<file path="config.mk">
export PLATFORM = sky130hd
export DESIGN_NAME = mul4_share_arb_flat
export DESIGN_NICKNAME = d
export VERILOG_FILES = /design/src/rtl/mul4_share_arb_if.sv /design/src/rtl/mul4_share_arb.sv /design/src/flat_wrapper.sv
export SDC_FILE = /design/constraint.sdc
export NUM_CORES = 1
export LEC_CHECK = 0
export CAP_MARGIN = 15
export CORE_MARGIN = 4
export CORE_UTILIZATION = 25
export DETAILED_ROUTE_END_ITERATION = 7
export GPL_TIMING_DRIVEN = 0
export HOLD_SLACK_MARGIN = 0.12
export PLACE_DENSITY = 0.46
export SYNTH_ARGS = -nofsm -noshare
export SYNTH_HDL_FRONTEND = slang
export SYNTH_HIERARCHICAL = 1
export SYNTH_SLANG_ARGS = --single-unit
</file>
<file path="constraint.sdc">
create_clock -name clk -period 6.55 [get_ports clk]
set_input_delay 1.31 -clock clk [delete_from_list [all_inputs] [get_ports clk]]
set_output_delay 1.31 -clock clk [all_outputs]
set_load 0.05 [all_outputs]
</file>
<file path="src/rtl/mul4_share_arb_if.sv">
// Bundles the requester and response signals of mul4_share_arb.
// Parameters: NUM_REQ requesters, IDW-bit response tag.
// master: the client side. It drives the requests and resp_ready, and observes the rest.
// slave : the arbiter side (mul4_share_arb).
interface mul4_share_arb_if #(
  parameter int unsigned NUM_REQ = 4,
  parameter int unsigned IDW     = 3
);
  logic [NUM_REQ-1:0]   req_valid;
  logic [4*NUM_REQ-1:0] req_a;
  logic [4*NUM_REQ-1:0] req_b;
  logic [NUM_REQ-1:0]   req_ready;
  logic                 resp_valid;
  logic                 resp_ready;
  logic [7:0]           resp_p;
  logic [IDW-1:0]       resp_id;
  logic                 busy;
  logic [15:0]          op_count;

  modport master (
    output req_valid, req_a, req_b, resp_ready,
    input  req_ready, resp_valid, resp_p, resp_id, busy, op_count
  );

  modport slave (
    input  req_valid, req_a, req_b, resp_ready,
    output req_ready, resp_valid, resp_p, resp_id, busy, op_count
  );
endinterface

</file>
<file path="src/rtl/mul4_share_arb.sv">
// mul4_share_arb: shares one 4x4 array multiplier among NUM_REQ valid/ready requesters.
// Ports:
//   clk  - rising-edge clock.
//   rst  - synchronous, active-high reset.
//   bus  - mul4_share_arb_if.slave. It carries the requests (valid/a/b/ready),
//          the response (valid/ready/p/id), busy, and the 16-bit op_count.
// Build option: MUL4_ARB_FIXED_PRI_EN selects fixed priority (the lowest index wins).
//   The default build uses round-robin arbitration.

// Combinational 4x4 unsigned array multiplier: shifted AND rows, summed.
module four_bitarrmul (
  input  logic [3:0] a,
  input  logic [3:0] b,
  output logic [7:0] p
);
  logic [7:0] pp [4];

  for (genvar i = 0; i < 4; i++) begin : g_pp
    assign pp[i] = {4'b0000, a & {4{b[i]}}} << i;
  end

  assign p = pp[0] + pp[1] + pp[2] + pp[3];
endmodule

module mul4_share_arb #(
  parameter int unsigned NUM_REQ = 4,
  parameter int unsigned IDW     = 3
) (
  input  logic            clk,
  input  logic            rst,
  mul4_share_arb_if.slave bus
);
  typedef enum logic [1:0] {S_IDLE, S_MUL, S_RESP} state_t;

  state_t         state_q, state_d;
  logic           any_valid;
  logic [IDW-1:0] grant_idx;
  logic [3:0]     sel_a, sel_b;
  logic [3:0]     op_a_q, op_b_q;
  logic [IDW-1:0] id_q;
  logic [7:0]     mul_p;
  logic [7:0]     resp_p_q;
  logic [IDW-1:0] resp_id_q;
  logic           resp_valid_q;
  logic [15:0]    op_count_q;
  logic           busy_q;

`ifdef MUL4_ARB_FIXED_PRI_EN
  // Fixed priority: the descending scan lets the lowest set index win.
  always_comb begin
    grant_idx = '0;
    any_valid = 1'b0;
    for (int i = NUM_REQ - 1; i >= 0; i--) begin
      if (bus.req_valid[i]) begin
        grant_idx = IDW'(i);
        any_valid = 1'b1;
      end
    end
  end
`else
  localparam int unsigned PW = (NUM_REQ > 1) ? $clog2(NUM_REQ) : 1;

  logic [PW-1:0]        rr_ptr_q, rr_ptr_d;
  logic [2*NUM_REQ-1:0] dbl_valid;
  logic [NUM_REQ-1:0]   rot_valid;
  logic [PW:0]          win_sum;

  // Rotate the valids so that rr_ptr maps to bit 0. The first set bit is then the winner.
  assign dbl_valid = {bus.req_valid, bus.req_valid};
  assign rot_valid = NUM_REQ'(dbl_valid >> rr_ptr_q);

  always_comb begin
    grant_idx = '0;
    any_valid = 1'b0;
    win_sum   = '0;
    for (int off = NUM_REQ - 1; off >= 0; off--) begin
      if (rot_valid[off]) begin
        win_sum = {1'b0, rr_ptr_q} + (PW+1)'(off);
        if (win_sum >= (PW+1)'(NUM_REQ)) begin
          win_sum = win_sum - (PW+1)'(NUM_REQ);
        end
        any_valid = 1'b1;
      end
    end
    grant_idx = IDW'(win_sum);
  end

  // After a grant, the pointer moves to the index just past the winner.
  always_comb begin
    rr_ptr_d = rr_ptr_q;
    if (state_q == S_IDLE && any_valid) begin
      if (grant_idx == IDW'(NUM_REQ - 1)) begin
        rr_ptr_d = '0;
      end else begin
        rr_ptr_d = PW'(grant_idx) + PW'(1);
      end
    end
  end

  always_ff @(posedge clk) begin
    if (rst) begin
      rr_ptr_q <= '0;
    end else begin
      rr_ptr_q <= rr_ptr_d;
    end
  end
`endif

  // Select the operands of the winning requester.
  always_comb begin
    sel_a = '0;
    sel_b = '0;
    for (int i = 0; i < NUM_REQ; i++) begin
      if (IDW'(i) == grant_idx) begin
        sel_a = bus.req_a[4*i +: 4];
        sel_b = bus.req_b[4*i +: 4];
      end
    end
  end

  four_bitarrmul u_mul (
    .a (op_a_q),
    .b (op_b_q),
    .p (mul_p)
  );

  // State register
  always_ff @(posedge clk) begin
    if (rst) begin
      state_q <= S_IDLE;
    end else begin
      state_q <= state_d;
    end
  end

  // Next-state logic
  always_comb begin
    state_d = state_q;
    case (state_q)
      S_IDLE:  if (any_valid) state_d = S_MUL;
      S_MUL:   state_d = S_RESP;
      S_RESP:  if (bus.resp_ready) state_d = S_IDLE;
      default: state_d = S_IDLE;
    endcase
  end

  // Output logic: the grant is combinational and is offered only in IDLE, outside reset.
  always_comb begin
    bus.req_ready = '0;
    if (state_q == S_IDLE && !rst && any_valid) begin
      bus.req_ready = NUM_REQ'(1) << grant_idx;
    end
  end

  // Datapath: latch the operands, register the product, and count completions.
  always_ff @(posedge clk) begin
    if (rst) begin
      op_a_q       <= '0;
      op_b_q       <= '0;
      id_q         <= '0;
      resp_p_q     <= '0;
      resp_id_q    <= '0;
      resp_valid_q <= 1'b0;
      op_count_q   <= '0;
      busy_q       <= 1'b0;
    end else begin
      busy_q <= (state_d != S_IDLE);
      case (state_q)
        S_IDLE: begin
          if (any_valid) begin
            op_a_q <= sel_a;
            op_b_q <= sel_b;
            id_q   <= grant_idx;
          end
        end
        S_MUL: begin
          resp_p_q     <= mul_p;
          resp_id_q    <= id_q;
          resp_valid_q <= 1'b1;
        end
        S_RESP: begin
          if (bus.resp_ready) begin
            resp_valid_q <= 1'b0;
            op_count_q   <= op_count_q + 16'd1;
          end
        end
        default: ;
      endcase
    end
  end

  assign bus.resp_valid = resp_valid_q;
  assign bus.resp_p     = resp_p_q;
  assign bus.resp_id    = resp_id_q;
  assign bus.busy       = busy_q;
  assign bus.op_count   = op_count_q;
endmodule

</file>
<file path="src/flat_wrapper.sv">
// flat-port wrapper written by rule: the top's interface ports become plain ports
module mul4_share_arb_flat 
#(
  parameter int unsigned NUM_REQ = 4,
  parameter int unsigned IDW     = 3
)
  (clk, rst, bus_req_valid, bus_req_a, bus_req_b, bus_resp_ready, bus_req_ready, bus_resp_valid, bus_resp_p, bus_resp_id, bus_busy, bus_op_count);
  mul4_share_arb_if #(.NUM_REQ(NUM_REQ), .IDW(IDW)) bus_i ();
  input  logic clk;
  input  logic rst;
  input wire logic [$bits(bus_i.req_valid)-1:0] bus_req_valid;
  input wire logic [$bits(bus_i.req_a)-1:0] bus_req_a;
  input wire logic [$bits(bus_i.req_b)-1:0] bus_req_b;
  input wire logic [$bits(bus_i.resp_ready)-1:0] bus_resp_ready;
  output wire logic [$bits(bus_i.req_ready)-1:0] bus_req_ready;
  output wire logic [$bits(bus_i.resp_valid)-1:0] bus_resp_valid;
  output wire logic [$bits(bus_i.resp_p)-1:0] bus_resp_p;
  output wire logic [$bits(bus_i.resp_id)-1:0] bus_resp_id;
  output wire logic [$bits(bus_i.busy)-1:0] bus_busy;
  output wire logic [$bits(bus_i.op_count)-1:0] bus_op_count;
  assign bus_i.req_valid = bus_req_valid;
  assign bus_i.req_a = bus_req_a;
  assign bus_i.req_b = bus_req_b;
  assign bus_i.resp_ready = bus_resp_ready;
  assign bus_req_ready = bus_i.req_ready;
  assign bus_resp_valid = bus_i.resp_valid;
  assign bus_resp_p = bus_i.resp_p;
  assign bus_resp_id = bus_i.resp_id;
  assign bus_busy = bus_i.busy;
  assign bus_op_count = bus_i.op_count;
  mul4_share_arb #(.NUM_REQ(NUM_REQ), .IDW(IDW)) u_core (.clk(clk), .rst(rst), .bus(bus_i));
endmodule
</file>
==> impl_results.md <==
* Critical path class: in -> out
* Synthesized cell area at 0.00266 mm2
* Hold_sp: u_core/bus.resp_p[3]
* Max-cap check violation count at 0
* Slowest stage delay, CP at 0.81 ns
* Ys async rst share at 0
* Remaining global-route overflow at 0
* Crit-path cells: clkdlybuf4s50_1 > mux4_2 > nor4b_1 > a311oi_2 > inv_1 > ha_1 > clkbuf_1 > clkbuf_1 > and3_1 > clkdlybuf4s50_1
* Worst r2r src: u_core/rr_ptr_q[1]
* Postcts setup bufs at 0
* Slew @ Worst Pin at 0.688 ns
* Die ar. at 0.0124 mm2
* CTS Hold Bufs at 0
* Max clock buf depth at 2
* CP max-delay cell: clkdlybuf4s50_1
* HPWL Detailed at 5400 um
* Warnings, synthesis at 6
* CP Launch Type: input port
* P_leak at 1.41 nW
* First-pass GRT wire length at 11600 um
* Port bufs at 71
* P per Cell Area at 276 mW/mm2
* CTS sink cnt at 44
* Post-CTS sizing at 0
* Clock latency on the worst-skew pair at 0.30 ns
* Die Y at 111 um
* Status: completed
* Synthesis-stage register bit count at 44
* Boundary Pins at 72
* Worst path required time at 5.24 ns
* CTS tree: yes
* Crit. Startpoint: bus_req_valid[2]
* Worst VDD drop at 0.000112 V
* Final hold violations at 0
* DR vias/cell at 4.49
* Die extent in x at 111 um
* Global placer's final weighted congestion at 0.722
* Core area at 0.0104 mm2
* R2R Setup Slk at 3.14 ns
* Crit-path max FO at 10
* Largest net degree at the start of global routing at 15
* Vias in the first global route at 2359
* RSZ-0062 raised after global routing: false
* Antenna Cells at 0
* Slew Viols, Final at 0
* # DRC at 0
* Area grow syn2layout at 37.9%
* TritonCTS buffer count at 5
* Share of cells above drive strength 1 at 0.0480
* Setup Skew at 0.0110 ns
* Slew HR at 0.538
* Nets at 459
* Count of different cell masters after synthesis at 43
* Final Critical Period at 6.24 ns
* Final setup viols at 0
* Peak Freq at 160 MHz
* Synth top area share at 0.331
* Period utilization at 0.953
* Pwr Total at 0.00101 W
* Place WS at 0.146 ns
* Ranking of synthesized cells by area: dfxtp_1, ha_1, nand2_1
* Post-synth EDFFs at 0
* Finished Layout Cells at 532
* Final wirelength at 6830 um
* Starting Density at 0.257
* Initial antenna violation count at 0
* Clk root buf: clkbuf_8
* DR iter-0 viols at 66
* Num rows at 37
* Sequential area share after synthesis at 0.331
* DR vias at 2391
* Mapped Cells at 317
* Final WS setup at 0.309 ns
* Inst Count DP at 524
* CP Capture Type: primary output
* Largest area contributor in the netlist: dfxtp_1
* WP data arrival at 4.93 ns
* DRT Pass-1 Iters at 4
* H-Tree Depth at 2
* All-Layer GR Usage at 0.110
* Synth Net Count at 381
* Routed Antenna Nets at 0
* Hold crit path type: reg -> reg
* Mean Syn Cell Area at 8.40 um2
* Top_reg_cell synth: dfxtp_1
* Sum Neg Setup Slack at 0 ns
* DR WL/cell at 12.8 um
* Worst-path clk slew at 0.08 ns
## registers in the layout (all words and copies together), names as in the netlist
| signal | cells |
|---|---|
| u_core/id_q | 3 |
| u_core/bus.resp_valid | 1 |
| u_core/bus.busy | 1 |
| u_core/bus.resp_id | 3 |
| u_core/rr_ptr_q | 2 |
| u_core/op_a_q | 4 |
| u_core/state_q | 2 |
| u_core/bus.op_count | 16 |
| u_core/op_b_q | 4 |
| u_core/bus.resp_p | 8 |
## metrics by stage
| step | cell area, um2 | hold slack, ns | util |
|---|---|---|---|
| after floorplan | 2660 | 0.432 | - |
| after global placement | 3540 | 0.446 | 0.342 |
| after detailed placement | 3540 | 0.450 | 0.342 |
| after CTS | 3660 | 0.461 | 0.353 |
| after global routing | 3670 | 0.481 | 0.354 |
| final | 3670 | 0.456 | 0.354 |
## critical path: cells and delay by family
kind | cells | cell delay [ns]
buffers and inverters | 5 | 2.20
AOI/OAI and AO/OA | 1 | 0.14
muxes | 1 | 0.54
adders and majority gates | 1 | 0.14
and+or+nand+nor | 2 | 0.60
## cells by family (layout without fill, tap and decap cells)
group / count (synthesis) / after routing / share of synthesized area
and+or+nand+nor: 135 / 135 / 0.254
AOI/OAI and AO/OA: 61 / 61 / 0.151
DFF: 44 / 44 / 0.331
buffers and inverters: 32 / 111 / 0.0484
adders and majority gates: 25 / 25 / 0.132
xor gates and xnor gates: 14 / 14 / 0.0461
muxes: 6 / 6 / 0.0376
## cells in the final DEF, fill, tap and decap left out, types with 6 or more instances in the layout
cell type / count
xnor2_1: 6
clkbuf_8: 6
clkdlybuf4s50_1: 71
nor2b_1: 16
a221oi_1: 8
and3_1: 7
nand2_1: 47
and2_1: 13
inv_1: 16
o32ai_1: 8
o21ai_0: 6
xor2_1: 8
clkbuf_1: 12
dfxtp_1: 44
nor2_1: 17
ha_1: 20
nor3_1: 14
a21oi_1: 27
## per-layer routing
layer  global-route usage  vias up  share of wire
li1                     -     1271              -
met1                0.155     1056           0.51
met2                0.168       60           0.42
met3               0.0229        4          0.057
met4               0.0365        0          0.012
met5                    0        -              0
## final timing paths
kind / to / depth (start not counted)
max reg2reg: u_core/op_a_q[0] / 12
min: u_core/bus.resp_p[3] / 2
max: bus_req_ready[3] / 10
min reg2reg: u_core/bus.resp_p[3] / 2
## synth_stat cells (3+ instances only)
library cell	instances
and3_1	7
nand2b_1	3
o21ai_0	6
and2_1	13
xor2_1	8
a21oi_1	27
nand3_1	4
nor2b_1	16
clkbuf_1	12
nor4_1	3
nor2_1	17
a221oi_1	8
dfxtp_1	44
nor3_1	14
xnor2_1	6
ha_1	20
nand2_1	47
inv_1	16
o32ai_1	8
mux4_2	3
fa_1	5
or3_1	3
## layout make-up
class | count | area (um2)
Buffer | 16 | 68.8
Multi-Input combinational cell | 241 | 1660
Timing Repair Buffer | 71 | 711
Fill cell | 1121 | 6700
Tap cell | 136 | 170
Clock buffer | 6 | 82.6
Inverter | 16 | 60.1
Sequential cell | 44 | 881
Clock inverter | 2 | 38.8
## report_power, final
part | internal (W) | total, W | leakage, nW | switching (W)
clock | 0.000125 | 0.000222 | 0.0614 | 0.0000970
sequential | 0.000301 | 0.000338 | 0.358 | 0.0000365
combinational | 0.000195 | 0.000452 | 0.992 | 0.000258
No activity file was read; power rests on OpenSTA's default activity.
